===== src/rtl/spi_pkg.sv =====
// rtl/spi_pkg.sv - Mini_SPI shared states and link constants
package spi_pkg;

  typedef enum logic [2:0] {
    IDLE  = 3'd0,
    SETUP = 3'd1,
    HIGH  = 3'd2,
    LOW   = 3'd3,
    HOLD  = 3'd4
  } spi_state_t;

  // Shared with the receive shift register so both ends agree on mode 0, MSB first.
  localparam logic SCLK_IDLE = 1'b0;
  localparam logic MSB_FIRST = 1'b1;

endpackage


===== src/rtl/spi_tick_gen.sv =====
// rtl/spi_tick_gen.sv - sclk half-period counter with restart and one-cycle tick
module spi_tick_gen #(
  parameter int DIV = 2
) (
  input  logic clk,
  input  logic clear,
  input  logic restart,
  output logic tick
);

  localparam int W = $clog2(DIV + 1);
  localparam logic [W-1:0] LAST = W'(DIV - 1);

  logic [W-1:0] div_cnt;

  always_ff @(posedge clk) begin
    if (!clear || restart) begin
      div_cnt <= '0;
    end else if (div_cnt == LAST) begin
      div_cnt <= '0;
    end else begin
      div_cnt <= div_cnt + 1'b1;
    end
  end

  // Held in restart while idle so the first phase of a frame is a full DIV cycles.
  assign tick = !restart && (div_cnt == LAST);

endmodule


===== src/rtl/spi_tx_shifter.sv =====
// rtl/spi_tx_shifter.sv - Mini_SPI transmit shifter: sclk, csN and MSB-first serial data
module spi_tx_shifter
  import spi_pkg::*;
#(
  parameter int n   = 8,
  parameter int DIV = 2
) (
  input  logic         clk,
  input  logic         clear,
  input  logic         start,
  input  logic [n-1:0] dataIn,
  output logic         busy,
  output logic         done,
  output logic         sclk,
  output logic         serialOut,
  output logic         csN
);

  localparam int BW = $clog2(n);
  localparam logic [BW-1:0] LAST_BIT = BW'(n - 1);

  spi_state_t     state, state_n;
  logic [n-1:0]   shreg, shreg_n, shifted;
  logic [BW-1:0]  bit_cnt, bit_cnt_n;
  logic           busy_n, done_n, sclk_n, sout_n, csn_n;
  logic           tick;

  spi_tick_gen #(.DIV(DIV)) u_tick (
    .clk     (clk),
    .clear   (clear),
    .restart (state == IDLE),
    .tick    (tick)
  );

  assign shifted = MSB_FIRST ? {shreg[n-2:0], 1'b0} : {1'b0, shreg[n-1:1]};

  always_comb begin
    state_n   = state;
    shreg_n   = shreg;
    bit_cnt_n = bit_cnt;
    busy_n    = busy;
    done_n    = 1'b0;
    sclk_n    = sclk;
    sout_n    = serialOut;
    csn_n     = csN;
    case (state)
      IDLE: begin
        if (start) begin
          state_n   = SETUP;
          shreg_n   = dataIn;
          bit_cnt_n = '0;
          busy_n    = 1'b1;
          csn_n     = 1'b0;
          sclk_n    = SCLK_IDLE;
          sout_n    = MSB_FIRST ? dataIn[n-1] : dataIn[0];
        end
      end
      SETUP: begin
        if (tick) begin
          state_n = HIGH;
          sclk_n  = ~SCLK_IDLE;
        end
      end
      HIGH: begin
        if (tick) begin
          sclk_n = SCLK_IDLE;
          if (bit_cnt == LAST_BIT) begin
            state_n = HOLD;
          end else begin
            // Shift on the falling edge so the next bit settles a full half-period early.
            state_n = LOW;
            shreg_n = shifted;
            sout_n  = MSB_FIRST ? shreg[n-2] : shreg[1];
          end
        end
      end
      LOW: begin
        if (tick) begin
          state_n   = HIGH;
          sclk_n    = ~SCLK_IDLE;
          bit_cnt_n = bit_cnt + 1'b1;
        end
      end
      HOLD: begin
        if (tick) begin
          state_n = IDLE;
          csn_n   = 1'b1;
          busy_n  = 1'b0;
          done_n  = 1'b1;
        end
      end
      default: state_n = IDLE;
    endcase
  end

  always_ff @(posedge clk) begin
    if (!clear) begin
      state     <= IDLE;
      shreg     <= '0;
      bit_cnt   <= '0;
      busy      <= 1'b0;
      done      <= 1'b0;
      sclk      <= SCLK_IDLE;
      serialOut <= 1'b0;
      csN       <= 1'b1;
    end else begin
      state     <= state_n;
      shreg     <= shreg_n;
      bit_cnt   <= bit_cnt_n;
      busy      <= busy_n;
      done      <= done_n;
      sclk      <= sclk_n;
      serialOut <= sout_n;
      csN       <= csn_n;
    end
  end

endmodule

===== config.mk =====
export PLATFORM = sky130hd
export DESIGN_NAME = spi_tx_shifter
export DESIGN_NICKNAME = d
export VERILOG_FILES = /design/src/rtl/spi_pkg.sv /design/src/rtl/spi_tick_gen.sv /design/src/rtl/spi_tx_shifter.sv
export SDC_FILE = /design/constraint.sdc
export NUM_CORES = 1
export LEC_CHECK = 0
export ABC_AREA = 1
export CAP_MARGIN = 0
export CORE_MARGIN = 1.5
export CORE_UTILIZATION = 50
export DETAILED_ROUTE_END_ITERATION = 16
export PLACE_DENSITY = 0.75
export SLEW_MARGIN = 20
export SYNTH_ARGS = -nofsm -noshare
export SYNTH_HDL_FRONTEND = slang
export SYNTH_HIERARCHICAL = 1
export SYNTH_SLANG_ARGS = --single-unit

===== constraint.sdc =====
create_clock -name clk -period 2.2 [get_ports clk]
set_input_delay 0.66 -clock clk [delete_from_list [all_inputs] [get_ports clk]]
set_output_delay 0.66 -clock clk [all_outputs]
set_load 0.05 [all_outputs]

Word-level counts from Yosys, hierarchy flattened --
Index checks and enable logic that the tools add are counted.
Operators by class: add/sub/neg operators 2, equal/unequal tests 12, mux-type cells 25, reduce and logical (&&, ||, !) cells 17
Operator list (number):
- two-way mux 3 bit | 7
- two-way mux 7 bit | 3
- case mux 7 bit (2 select lines) | 1
- case mux 3 bit (4 select lines) | 1
- AND reduction 4 bit | 3
- inequality test 2 bit (second input constant) | 5
- two-way mux 1 bit | 8
- equality test 3 x 2 -> 1 bit (second input constant) | 2
- equality test 3 bit (second input constant) | 2
- case mux 1 bit (2 select lines) | 3
- case mux 3 bit (2 select lines) | 1
- AND reduction 3 bit | 2
- nonzero test 2 bit | 3
- OR reduction 2 bit | 2
- adder 3 x 1 -> 3 bit (second input constant) | 1
- equality test 3 x 1 -> 1 bit (second input constant) | 1
- logical NOT 3 bit | 1
- case mux 1 bit (3 select lines) | 1
- nonzero test 3 bit | 1
- adder 2 x 1 -> 2 bit (second input constant) | 1
- equality test 2 x 1 -> 1 bit (second input constant) | 1
- logical NOT 1 bit | 2
- inequality test 2 x 1 -> 1 bit (second input constant) | 1
- AND reduction 2 bit | 1
- other kinds (2) | 2
Storage, ports and cells: bits in registers 20, input port bits 11, output and inout port bits 5, logic and storage cells 65

Longest topological paths before layout --
depth after elaboration 5, mapped depth 11, depth with buffers taken out 11

Cells and area by module --
The synthesis kept the hierarchy.
Modules (own cells, without submodules):
- spi_tx_shifter | times used 1, cells an instance 148, area each 948.4 µm², seq. area each 360.3 µm²
- spi_tick_gen | times used 1, cells an instance 10, area each 78.8 µm², seq. area each 40.0 µm²

Least setup slack after synthesis --
Ideal clock, no wire load.
path type flip-flop to flip-flop, start register state[1], end register serialOut, library setup time 0.114 ns, arrival 1.398 ns, required time 2.086 ns, slack 0.688 ns, stages on the path, launching flop included 12, path buffers 1, clock period less this slack 1.512 ns, cell sequence dfxtp_1 -> nor2_1 -> nand2_2 -> inv_1 -> nor2_1 -> inv_1 -> nand3_1 -> nand2_1 -> nor2b_1 -> buf_4 -> nor2_1 -> nor2_1
On the way: longest elaborated chain between the ends 5, elaborated cells between the ends (all ways) 10, classes of those cells eq/ne: 4; mux: 1; reduce/logical: 5
RTL lines:
- from (decl) | line spi_tx_shifter.sv:22 | spi_state_t state, state_n;
- from (signal assigned) | line spi_tx_shifter.sv:107 | state <= state_n;
- logical NOT 3 bit | line spi_tx_shifter.sv:31 | .restart (state == IDLE),
- logical NOT 1 bit | line spi_tick_gen.sv:27 | assign tick = !restart && (div_cnt == LAST);
- logical AND 1 bit | line spi_tick_gen.sv:27
- named net tick | line spi_tx_shifter.sv:26 | logic tick;
- inequality test 2 bit (no line)
- AND reduction 4 bit (no line)
- to (signal assigned) | line spi_tx_shifter.sv:113 | serialOut <= sout_n;
- to (decl) | line spi_tx_shifter.sv:15 | output logic serialOut,
The timed path passes the listed nets, and every way through them passes these cells. A chain may end at the register's enable or synchronous reset.

Worst setup path in the final report --
start register csN, end output csN
RTL lines:
- from (decl) | line spi_tx_shifter.sv:16 | output logic csN
- from (signal assigned) | line spi_tx_shifter.sv:114 | csN <= csn_n;
No word-level cell between the ends.

==> run metrics <==
status completed; Crit-path slowest cell clkdlybuf4s50_1; post-CTS setup buffers 0; clk_lat worst skew around 300 ps; Synth Warn # 6; CP Capture Type primary output; Root Buffer clkbuf_4; critical path class reg -> out; sw frac 44.45%; clk sinks 20; WP data arrival 1460 ps; Clk network pwr share around 17%; # DRC 0; # diodes 0; Fin Hold WS 429.3 ps; routability cong. between 0.8 and 0.9; final WL 2.056 mm; Avg Cell Area, Syn 6.501 um^2; post-DP HPWL about 1.5 mm; unrepaired setup endpoints after global routing false; R2R Setup Slk 230 ps; Rel. slew slack 58.96%; Static Leak 0.6096 nW; Worst Hold End u_tick/div_cnt[0]$_SDFF_PP0_; pwr/cell area between 1000 and 1500 mW/mm^2; Psw roughly 0.77 mW; HP Start u_tick/div_cnt[0]$_SDFF_PP0_; Period Utilization, post-route 96.24%; Setup violations, final 0; Die Width 48.33 um; die area ~0.0023 mm^2; nets@finish 190; Slew Limit Fails 0; post-synthesis instance total 158; crit-path leading delay family buffers and inverters; Net Count, Synth around 170; Worst Skew 8.436 ps; final setup TNS 0 ps; Via density 4.856; worst flop-to-flop path startpoint state[2]$_SDFFE_PN0P_; drt wl/cell 10.18 um; internal power slightly below 1 mW; CTS Hold Bufs 0; max frequency 0.4723 GHz; cell count of the worst hold path 1; CTS Buffer Depth 2; worst-path cell chain clkdlybuf4s50_1; gr ovfl total 0; Initial DRT Pass Iterations 4; WP data required 1540 ps; IO Pins 16; # rows 16; CP startpoint kind flip-flop; sequential fraction of design power 32.4%; Core Util, Final 64.63%; post-cts resize count 0; Total Routing Usage GR 17.81%; post-synthesis cell area 0.001027 mm^2; sequential-to-total area share from yosys stat 38.98%; slowest stage delay, CP 810 ps; DRT iter0 DRCs 23; Final Critical Period 2117 ps; number of fill cells 179; initial antenna violation count 0; die height roughly 48 um; post-route setup slack roughly 83 ps; Final ANT Viol Nets 0; H-tree Lvls 1; share of layout cells above drive strength 1 approximately 7%; Area Growth Syn to Fin 22.17%; vias 981; Synth top area share 38.98%; CP bufs+invs 1; reg2reg path depth 10; Reg2Reg Capture Point shreg[1]$_SDFFE_PN0P_; Comb pwr share just over 50%; Starting Density 52.90%; largest area contributor in the netlist dfxtp_1; synth unique cells 20; Max VDD drop 797.1 uV; Post-Place Setup Slack 23.68 ps; HP Class reg -> reg; max-cap violation count 0; Worst-Margin Slew 614.3 ps; vias in the first global route around 810; CP Max Fanout 2; Hold Fails Final Rpt 0; TritonCTS buffer count 3; CTS tree yes; first-pass GRT wire length 3.387 mm; port bufs 15; pin count of the biggest net entering global routing 18; Yosys reg bits 20; Area contributors post-synth dfxtp_1 39%, nor2_1 14%, nand3_1 12%; clock slew at reported path FFs 120 ps; core region area 0.001942 mm^2
==> layer usage <==
layer / GRT usage [%] / part of all wire (%)
met2: 28.24 / 49
met1: 25.59 / 47
met3: 2.778 / 3.6
met4: 4.286 / 0.49
met5: 0 / 0
==> flip-flops by register name (all words and copies together), names as in the netlist <==
register / flops
shreg: 7
bit_cnt: 3
state: 3
u_tick/div_cnt: 2
busy: 1
csN: 1
done: 1
sclk: 1
serialOut: 1
==> cells by family (layout without fill, tap and decap cells) <==
family	count (synthesis)	in the layout	share of synthesized area (%)
AO/OA/AOI/OAI	11	11	5.847
adder cells (fa/ha/maj)	3	3	3.654
buffers and inverters	25	42	9.622
flip-flops	20	20	38.98
AND/OR/NAND/NOR	99	99	41.90
==> placed cells by master (no fill, tap or decap) <==
cell / instances
a21oi_1: 4
buf_4: 1
bufinv_16: 1
clkbuf_4: 3
clkdlybuf4s50_1: 15
dfxtp_1: 20
ha_1: 3
inv_1: 19
inv_2: 3
nand2_1: 31
nand2_2: 1
nand2_4: 1
nand3_1: 24
nand3_2: 1
nand4_1: 1
nor2_1: 38
nor2_4: 1
nor2b_1: 1
o211ai_1: 1
o21a_1: 1
o21ai_0: 5
==> cell usage after synthesis, drive strengths merged <==
cell	number
nand2	33
dfxtp	20
o21a	1
ha	3
nor2b	1
o211ai	1
nand4	1
inv	22
nand3	25
o21ai	5
buf	2
a21oi	4
clkbuf	1
nor2	39
==> power by group through the flow <==
stage	clock, mW	combinational [mW]	sequential [mW]
floorplan	0	0.624	0.630
global placement	0	0.847	0.561
detailed placement	0	0.870	0.570
CTS	0.307	0.872	0.562
global route	0.320	0.985	0.576
finish	0.298	0.872	0.562
==> worst reg2reg max path: stages, from the launching register on <==
cell     delay (ps)
dfxtp_1         490
inv_2           100
nand2_2         140
inv_1            70
nor2_1          140
inv_1            90
nand3_1          80
nand2_1          80
nor2b_1         500
nor2_1          100
nor2_1          110
==> metrics by stage <==
| stage | power (mW) | cell area [um^2] | cells |
|---|---|---|---|
| after detailed placement | 1.440 | 1202 | 198 |
| after global routing | 1.882 | 1255 | 202 |
| after CTS | 1.741 | 1255 | 202 |
| after global placement | 1.408 | 1202 | 198 |
| after floorplan | 1.253 | 1027 | 158 |
| final | 1.731 | 1255 | 202 |
==> worst max path at each step <==
stage / from / end / slack [ps] / cells past startpoint
2_1_floorplan: state[1]$_SDFFE_PN0P_ / serialOut$_SDFFE_PN0P_ / 690 / 11
3_3_place_gp: start / shreg[1]$_SDFFE_PN0P_ / 80 / 7
3_5_place_dp: start / shreg[1]$_SDFFE_PN0P_ / 20 / 7
4_1_cts: sclk$_SDFFE_PN0P_ / sclk / 70 / 1
5_1_grt: serialOut$_SDFFE_PN0P_ / serialOut / 20 / 1
6_report: csN$_SDFFE_PN1P_ / csN / 80 / 1
==> final cells by class <==
cell class	count	area [um^2]	share of cell area (%)
Inverter	22	82.58	6.580
Multi-Input combinational cell	113	528.0	42.07
Tap cell	27	33.78	2.692
Clock inverter	1	30.03	2.393
Clock buffer	3	22.52	1.795
Sequential cell	20	400.4	31.90
Timing Repair Buffer	16	157.7	12.56
Power figures use the tool's default switching activity.
